$ cat config.mk
export PLATFORM = sky130hd
export DESIGN_NAME = key_loader
export DESIGN_NICKNAME = d
export VERILOG_FILES = /design/src/rtl/key_loader_pkg.sv /design/src/rtl/key_loader.sv
export SDC_FILE = /design/constraint.sdc
export NUM_CORES = 1
export LEC_CHECK = 0
export CORE_MARGIN = 10
export CORE_UTILIZATION = 30
export DETAILED_ROUTE_END_ITERATION = 12
export GPL_ROUTABILITY_DRIVEN = 1
export GPL_TIMING_DRIVEN = 0
export PLACE_DENSITY = 0.52
export SLEW_MARGIN = 20
export SYNTH_ARGS = -nofsm -noshare
export SYNTH_HDL_FRONTEND = slang
export SYNTH_SLANG_ARGS = --single-unit
$ cat constraint.sdc
create_clock -name clk -period 1.9 [get_ports clk]
set_input_delay 0.285 -clock clk [delete_from_list [all_inputs] [get_ports clk]]
set_output_delay 0.285 -clock clk [all_outputs]
set_load 0.01 [all_outputs]
$ cat src/rtl/key_loader_pkg.sv
// key_loader_pkg: shared state encoding, default sizes and parity helper for the key loader
package key_loader_pkg;
    localparam int KEY_WIDTH_DEF = 16;
    localparam int MAX_FAIL_DEF  = 3;
    typedef enum logic [1:0] {IDLE, LOAD, ARMED, LOCKED} state_t;
    // Odd-parity indicator; zero-extension keeps it neutral for narrower vectors
    function automatic logic odd_parity(input logic [63:0] v);
        return ^v;
    endfunction
endpackage

$ cat src/rtl/key_loader.sv
// key_loader: serially receives a key plus even-parity bit and presents only verified keys to a locked core
module key_loader
    import key_loader_pkg::*;
#(
    parameter int KEY_WIDTH = KEY_WIDTH_DEF,
    parameter int MAX_FAIL  = MAX_FAIL_DEF
) (
    input  logic                 clk,
    input  logic                 rst,
    input  logic                 start,
    input  logic                 ser_valid,
    input  logic                 ser_data,
    output logic                 ser_ready,
    output logic [KEY_WIDTH-1:0] key_out,
    output logic                 key_valid,
    output logic                 busy,
    output logic                 parity_err,
    output logic                 locked
);
    localparam int CW = $clog2(KEY_WIDTH + 1);
    localparam int FW = $clog2(MAX_FAIL + 1);
    state_t               state_q, state_d;
    logic [KEY_WIDTH-1:0] shadow_q, shadow_d, key_q, key_d;
    logic [CW-1:0]        bit_cnt_q, bit_cnt_d;
    logic [FW-1:0]        fail_cnt_q, fail_cnt_d;
    logic                 valid_q, valid_d, perr_q, perr_d;
    logic                 hs;
    assign hs         = ser_valid && state_q == LOAD;
    assign ser_ready  = state_q == LOAD;
    assign busy       = state_q == LOAD;
    assign locked     = state_q == LOCKED;
    assign key_out    = key_q;
    assign key_valid  = valid_q;
    assign parity_err = perr_q;
    // Next-state: the shadow register collects bits and is copied to key_out only after parity passes
    always_comb begin
        state_d    = state_q;
        shadow_d   = shadow_q;
        key_d      = key_q;
        bit_cnt_d  = bit_cnt_q;
        fail_cnt_d = fail_cnt_q;
        valid_d    = valid_q;
        perr_d     = perr_q;
        case (state_q)
            IDLE: if (start) begin
                state_d   = LOAD;
                shadow_d  = '0;
                bit_cnt_d = '0;
                perr_d    = 1'b0;
            end
            LOAD: if (start) begin
                shadow_d  = '0;
                bit_cnt_d = '0;
            end else if (hs && bit_cnt_q < CW'(KEY_WIDTH)) begin
                shadow_d  = shadow_q | (KEY_WIDTH'(ser_data) << bit_cnt_q);
                bit_cnt_d = bit_cnt_q + CW'(1);
            end else if (hs && (odd_parity(64'(shadow_q)) ^ ser_data) == 1'b0) begin
                state_d    = ARMED;
                key_d      = shadow_q;
                valid_d    = 1'b1;
                fail_cnt_d = '0;
            end else if (hs) begin
                perr_d     = 1'b1;
                fail_cnt_d = (fail_cnt_q == FW'(MAX_FAIL)) ? fail_cnt_q : fail_cnt_q + FW'(1);
                state_d    = (fail_cnt_d == FW'(MAX_FAIL)) ? LOCKED : IDLE;
            end
            ARMED: if (start) begin
                state_d   = LOAD;
                key_d     = '0;
                valid_d   = 1'b0;
                shadow_d  = '0;
                bit_cnt_d = '0;
                perr_d    = 1'b0;
            end
            default: ;
        endcase
    end
    // State registers with asynchronous reset to the all-clear, key-withdrawn condition
    always_ff @(posedge clk or posedge rst) begin
        if (rst) begin
            state_q    <= IDLE;
            shadow_q   <= '0;
            key_q      <= '0;
            bit_cnt_q  <= '0;
            fail_cnt_q <= '0;
            valid_q    <= 1'b0;
            perr_q     <= 1'b0;
        end else begin
            state_q    <= state_d;
            shadow_q   <= shadow_d;
            key_q      <= key_d;
            bit_cnt_q  <= bit_cnt_d;
            fail_cnt_q <= fail_cnt_d;
            valid_q    <= valid_d;
            perr_q     <= perr_d;
        end
    end
endmodule
* Word-level counts from Yosys, hierarchy flattened *
Cells that the tools add are included.

word-level totals
  bits in registers = 43
  output and inout bits = 21
  input port bits = 5

cells by class
  eq/ne operators = 14
  bitwise logic cells = 5
  shift operators = 1
  muxes and demuxes = 32
  reduce and logical (&&, ||, !) cells = 14
  add/subtract/negate cells = 2
  order comparisons = 1

operators with widths
  operator                                            number
  two-way mux 16 bit                                  6
  one-hot mux 16 bit (2 select lines)                 2
  parity 64 bit                                       1
  two-way mux 2 bit                                   9
  bitwise OR 16 bit                                   1
  left shift 1 x 5 -> 16 bit                          1
  two-way mux 5 bit                                   3
  one-hot mux 5 bit (2 select lines)                  1
  AND reduction 5 bit                                 2
  == test 2 bit (second input constant)               4
  two-way mux 1 bit                                   8
  != test 2 bit (second input constant)               4
  != test 2 x 1 -> 1 bit (second input constant)      3
  AND reduction 6 bit                                 1
  nonzero test 2 bit                                  3
  adder 5 x 1 -> 5 bit (second input constant)        1
  less-than comparator 5 bit (second input constant)  1
  one-hot mux 1 bit (2 select lines)                  2
  one-hot mux 2 bit (2 select lines)                  1
  AND reduction 4 bit                                 1
  logical AND 1 bit                                   3
  != test 3 x 1 -> 1 bit (second input constant)      1
  != test 3 x 2 -> 1 bit (second input constant)      1
  NOT 1 bit                                           3
  other kinds (6)                                     6

* Depth between registers and ports, before layout *
Gate-level depths: netlist (run 1).

  depth in word-level cells = 9
  mapped depth = 6

* Worst setup path after synthesis (run 1) *
Ideal clock, no wire load.

  kind = register to register
  from = register shadow_q[8]
  to = register key_q[0] (netlist: key_out[0])
  period minus slack after synthesis = 1907 ps
  cell stages (with the launch flop) = 7
  library setup time = 136 ps
  arrival = 1771 ps
  slack = -7 ps
  required time = 1764 ps
  path through = dfrtp_1 > xnor3_1 > xnor3_2 > xnor3_2 > buf_6 > o21ai_0 > a21oi_1

between the ends
  word-level cells in the longest chain between the ends = 6

RTL lines
  what                              line                 text
  start, declared                   key_loader.sv:23     logic [KEY_WIDTH-1:0] shadow_q, shadow_d, key_q, key_d;
  start signal, assigned            key_loader.sv:90     shadow_q <= shadow_d;
  parity 64 bit                     key_loader_pkg.sv:8  return ^v;
  bitwise XOR 1 bit                 key_loader.sv:57     end else if (hs && (odd_parity(64'(shadow_q)) ^ ser_data) == 1'b0) begin
  NOT 1 bit                         key_loader.sv:57
  logical AND 1 bit                 key_loader.sv:57
  != test 2 x 1 -> 1 bit (no line)  -
  AND reduction 5 bit (no line)     -
  end signal, assigned              key_loader.sv:91     key_q <= key_d;
  end, declared                     key_loader.sv:23

Every way passes these cells.
A chain may end at the register's enable or synchronous reset.

* Worst setup path in the final report (run 1) *
  from = register shadow_q[5]
  to = register key_q[6] (netlist: key_out[6])

The elaborated chain is that of the path after synthesis.

==> results of run 1 <==
[sequential cells by signal, summed over array words and instances, names as in the netlist]
register / count
shadow_q: 16
bit_cnt_q: 5
key_valid: 1
parity_err: 1
fail_cnt_q: 2
state_q: 2
key_out: 16
[worst max-delay path: stages, from the launching register on]
cell and delay (ns):
dfrtp_1 0.43, xnor2_1 0.20, xnor3_2 0.47, xnor3_2 0.49, buf_6 0.17, o21ai_1 0.11
a21oi_1 0.08
[metrics by stage]
step           power (mW)  cells  instance area (um2)
2_1_floorplan        1.09    203                 2020
3_3_place_gp         1.14    304                 2360
3_5_place_dp         1.15    305                 2380
4_1_cts              1.98    324                 2660
5_1_grt              2.07    328                 2740
6_report             2.00    328                 2740
[per-layer routing]
layer  vias up  global-route usage (%)  share of wire (%)
met5         -                       0                  0
met4         0                    3.69                1.7
met3         8                    2.43                3.7
met2        30                    17.1                 49
met1       845                    14.0                 46
li1        813                       -                  -
[where the power goes]
| part | internal, mW | leakage (nW) | switching, mW | total [mW] |
|---|---|---|---|---|
| combinational | 0.146 | 0.595 | 0.165 | 0.311 |
| sequential | 0.922 | 0.588 | 0.0121 | 0.934 |
| clock | 0.426 | 0.0612 | 0.326 | 0.751 |
[final cells by class]
class	count	area, um2
Fill cell	643	3710
Sequential cell	43	1080
Inverter	6	22.5
Tap cell	77	96.3
Timing Repair Buffer	40	393
Multi-Input combinational cell	144	976
Clock inverter	2	35.0
Clock buffer	6	82.6
Buffer	10	62.6
[cells by family after synthesis]
logic type	count (synthesis)	share of synthesized area, %
AO/OA/AOI/OAI	65	17.4
XOR/XNOR	14	9.71
adder cells (fa/ha/maj)	1	0.618
buffers and inverters	17	4.14
flip-flops	43	53.2
AND/OR/NAND/NOR	63	15.0
[worst max path at each step]
stage	from	end	slack, ns	depth (start not counted)
6_report	shadow_q[5]	key_out[6]	-0.19	6
3_5_place_dp	ser_data	key_out[15]	-0.45	7
2_1_floorplan	shadow_q[12]	key_out[0]	0.04	6
5_1_grt	shadow_q[5]	key_out[5]	-0.25	6
4_1_cts	shadow_q[10]	key_out[15]	-0.14	6
3_3_place_gp	ser_data	key_out[15]	-0.38	7
[layout by cell type, fill, tap and decap left out, types with 7 or more instances in the layout]
cell             instances
nor2_1                  24
nand3_1                 17
dfrtp_1                 43
a21oi_1                 34
buf_4                   12
o21ai_2                  8
buf_6                    7
clkdlybuf4s50_1         20
o21ai_1                  7
[cell usage after synthesis]
cell type | count | area share (%)
dfrtp_1 | 43 | 53
a21oi_1 | 35 | 8.7
nor2_1 | 26 | 4.8
nand3_1 | 18 | 4.5
o21ai_0 | 16 | 4.0
xnor2_1 | 8 | 3.5
clkbuf_1 | 7 | 1.3
inv_1 | 6 | 1.1
o21ai_1 | 6 | 1.5
nand2_1 | 4 | 0.74
nor3b_1 | 4 | 1.5
nor3_1 | 3 | 0.74
a22o_1 | 2 | 0.87
and3b_1 | 2 | 0.87
buf_6 | 2 | 1.1
nand2b_1 | 2 | 0.62
nor2b_1 | 2 | 0.62
xnor3_1 | 2 | 2.2
xnor3_2 | 2 | 2.4
a221o_1 | 1 | 0.49
a31oi_1 | 1 | 0.31
a32o_1 | 1 | 0.49
buf_2 | 1 | 0.25
buf_4 | 1 | 0.37
ha_1 | 1 | 0.62
nand4_1 | 1 | 0.31
o211ai_1 | 1 | 0.37
o22a_1 | 1 | 0.43
o22ai_1 | 1 | 0.31
or3_1 | 1 | 0.31
xor2_1 | 1 | 0.43
xor3_2 | 1 | 1.2
[timing repair]
| action | 4_1_cts | 5_1_grt |
|---|---|---|
| pin swaps | 16 | 12 |
| setup buffers | 8 | 5 |
| endpoints found under the setup margin | 39 | 41 |
| hold endpoints to repair | 0 | 0 |
| gates cloned | 3 | 0 |
| resized for setup | 27 | 19 |
==> reports/metrics.csv, run 1 <==
stage,metric,value,unit
setup_path,flop2flop setup slack,-0.19,ns
sta,RSZ-0062 raised after global routing,true,
clock_network,clock tree buffer depth,2,
placement,DP HPWL,3670,um
synthesis,Synth cell types,32,
synthesis,synthesis-stage register bit count,43,
die,die boundary width,102,um
routing,DRT Wirelength,5410,um
power,pwr/cell area,728,nW/um2
die,IO Pins,26,
clock_network,H-tree Lvls,2,
grt,initial antenna violation count,0,
status,outcome,"complete, but fails checks",
sta,Slew Limit Fails,0,
clock_network,# clock sinks,43,
grt,first-pass GRT wire length,8870,um
die,die height,102,um
grt,total gr overflow,0,
grt,Total Routing Usage GR,10.7,%
synthesis,register area share after synthesis,53.2,%
die,Row Count,29,
setup_path,CP Max Fanout,5,
placement,placer congestion estimate,0.796,
layout,Ant. Diodes,0,
sta,crit share post-route,110,%
status,failing checks,negative setup slack,
setup_path,arrival time of the worst setup path,2.26,ns
setup_path,worst reg2reg startpoint,shadow_q[5],
layout,final core occ,42.5,%
clock_network,"CTS clk-pin slew, worst paths",0.08,ns
sta,setup violators final,22,
routing,wire per inst,16.5,um
setup_path,CP Class,reg -> reg,
power,worst IR drop on VDD,0.261,mV
sta,Slew HR,45.9,%
routing,initial DRC count,113,
sta,maximum clock rate,479,MHz
clock_network,TritonCTS clock tree,yes,
routing,TritonRoute pass-1 iters,4,
placement,Setup WS pre-CTS,-0.453,ns
sta,Worst Clk Skew,0.00620,ns
die,die area,10400,um2
sta,final setup TNS,-3.21,ns
setup_path,reg2reg end,key_out[6],
clock_network,Clock Latency Late Sink,0.30,ns
min_path,Hold Path Class,in -> async,
setup_path,Worst Path Required,2.07,ns
clock_network,Clock Tree Root,clkbuf_8,
synthesis,Synth Warn #,0,
layout,NumNets Final,256,
routing,post-route ant nets,0,
layout,Area Growth Syn to Fin,35.6,%
power,LEAKAGE,1.24,nW
sta,Worst-Margin Slew,0.811,ns
routing,vias post-DR,1696,
clock_network,CTS Hold Buffers Added,0,
synthesis,Syn Inst Count,203,
layout,share of cells above drive strength 1,21.9,%
clock_network,CTS buffer count,5,
routing,# DRC,0,
synthesis,syn nets,209,
die,initial core utilization,31.3,%
sta,worst hold slack,0.286,ns
sta,fin crit period,2.09,ns
sta,"Hold Vio Cnt, Final",0,
sta,post-route worst setup slack,-0.189,ns
placement,I/O Buffers,24,
routing,drt via density,5.17,
synthesis,area of the mapped netlist,2020,um2
setup_path,worst r2r path cells,6,
flow_run,MaxCap Viol Count,0,
setup_path,Critical Path Source Type,flip-flop,
grt,vias in the first global route,1672,
synthesis,Syn Area/Cell,9.97,um2
grt,largest net degree at the start of global routing,27,
setup_path,Crit. End Element,flip-flop,
die,core area,6460,um2
Power figures use the tool's default switching activity.
==> inputs of run 2 (changes only) <==
- HOLD_SLACK_MARGIN: default -> 0.15
- TNS_END_PERCENT: default -> 30
==> reports/metrics.csv, run 2 (synthesis gave the netlist of run 1 again) <==
stage,metric,value,unit
power,pwr/cell area,723,nW/um2
setup_path,Crit. End Element,flip-flop,
layout,Layout fillers,646,
power,LEAKAGE,1.21,nW
routing,DRT Wirelength,5280,um
setup_path,worst r2r path cells,6,
sta,setup violators final,22,
placement,Placed Area,2380,um2
clock_network,Clock Latency Late Sink,0.30,ns
sta,"Hold Vio Cnt, Final",0,
placement,DP Cell Count,305,
die,Row Count,29,
sta,worst hold slack,0.289,ns
sta,Worst Clk Skew,0.00574,ns
layout,Area Growth Syn to Fin,32.7,%
placement,DP HPWL,3670,um
grt,largest net degree at the start of global routing,27,
routing,TritonRoute pass-1 iters,5,
clock_network,Clock Tree Root,clkbuf_8,
setup_path,"slowest stage delay, CP",0.49,ns
routing,# DRC,0,
sta,crit share post-route,110,%
layout,Storage cell area,1080,um2
flow_run,MaxCap Viol Count,0,
grt,first-pass GRT wire length,8650,um
placement,placer congestion estimate,0.796,
clock_network,TritonCTS clock tree,yes,
die,initial core utilization,31.3,%
clock_network,"CTS clk-pin slew, worst paths",0.08,ns
sta,post-route worst setup slack,-0.185,ns
routing,initial DRC count,74,
sta,Worst-Margin Slew,0.728,ns
setup_path,CP Class,reg -> reg,
routing,vias post-DR,1691,
grt,Total Routing Usage GR,10.4,%
routing,wire per inst,16.2,um
layout,"commonest cells after routing, fill and taps aside","dfrtp_1, a21oi_1, nor2_1",
routing,drt via density,5.20,
grt,initial antenna violation count,0,
layout,NumNets Final,253,
clock_network,CTS buffer count,5,
grt,total gr overflow,0,
setup_path,crit-path cells,xnor2_1 -> xnor3_2 -> xnor3_2 -> buf_6 -> o21ai_1 -> a21oi_1,
clock_network,H-tree Lvls,2,
sta,maximum clock rate,480,MHz
setup_path,Critical Path Source Type,flip-flop,
setup_path,arrival time of the worst setup path,2.25,ns
layout,share of cells above drive strength 1,19.4,%
die,IO Pins,26,
sta,fin crit period,2.08,ns
power,worst IR drop on VDD,0.261,mV
routing,post-route ant nets,0,
placement,I/O Buffers,24,
setup_path,most frequent CP cell,xnor3_2,
status,outcome,"complete, but fails checks",
setup_path,CP Max Fanout,5,
status,failing checks,negative setup slack,
die,die area,10400,um2
power,Design Power,1.94,mW
grt,vias in the first global route,1647,
clock_network,# clock sinks,43,
die,die height,102,um
die,core area,6460,um2
sta,Slew HR,51.5,%
sta,Slew Limit Fails,0,
clock_network,clock tree buffer depth,2,
sta,RSZ-0062 raised after global routing,true,
layout,Ant. Diodes,0,
setup_path,critical path's slowest cell,xnor3_2,
layout,Multi-input gate area,960,um2
layout,post-route cell area,2690,um2
layout,final core occ,41.6,%
die,die boundary width,102,um
setup_path,Worst Path Required,2.07,ns
layout,"commonest non-fill, non-tap cell in the layout",dfrtp_1,
min_path,Hold Path Class,in -> async,
layout,"non-filler cells, final",325,
run 2: final timing paths:
check                            startpoint  slack, ns          end
worst max-delay path            shadow_q[5]      -0.18   key_out[7]
worst min-delay path                    rst       0.29   key_out[5]
worst max register to register  shadow_q[5]      -0.18   key_out[7]
worst min register to register    key_valid       0.50    key_valid
max in group asynchronous               rst       1.14  shadow_q[4]
min in group clk                      start       0.46   state_q[0]
run 2: stage by stage:
step                      worst slack [ns]  TNS (ns)
final                               -0.185     -2.85
after global routing                -0.252     -4.71
after CTS                           -0.144     -2.04
after detailed placement            -0.453     -9.78
after global placement              -0.385    -22.31
after floorplan                     0.0357         0
run 2: routing by layer:
layer  global-route usage (%)  part of all wire (%)
met2                     16.5                    48
met3                     2.29                   5.3
met4                     3.58                   1.5
met5                        0                     0
met1                     13.8                    46
run 2: area by class of cell:
class                           instances  area share (%)
Sequential cell                        43            40.1
Multi-Input combinational cell        144            35.7
Timing Repair Buffer                   36            13.0
Tap cell                               77            3.59
Clock buffer                            6            3.08
Buffer                                 11            2.42
Clock inverter                          2            1.30
Inverter                                6           0.839
run 2: power by group:
part / internal [mW] / switching (mW) / total, mW / leakage (nW)
clock network: 0.426 / 0.320 / 0.746 / 0.0612
registers: 0.922 / 0.0120 / 0.934 / 0.588
logic: 0.114 / 0.148 / 0.262 / 0.565
run 2: worst max-delay path: cells and delay by family, from the launching register on:
kind | cells | cell delay, ns
DFF | 1 | 0.42
AOI/OAI and AO/OA | 2 | 0.19
buffers and inverters | 1 | 0.18
xor gates and xnor gates | 3 | 1.16
run 2: timing repair:
item                                    CTS  global route
endpoints found under the setup margin   39            41
cloned                                    2             0
hold buffers                              0             0
buffers inserted                          7             3
resized for setup                        22            12
pin swaps                                14             6
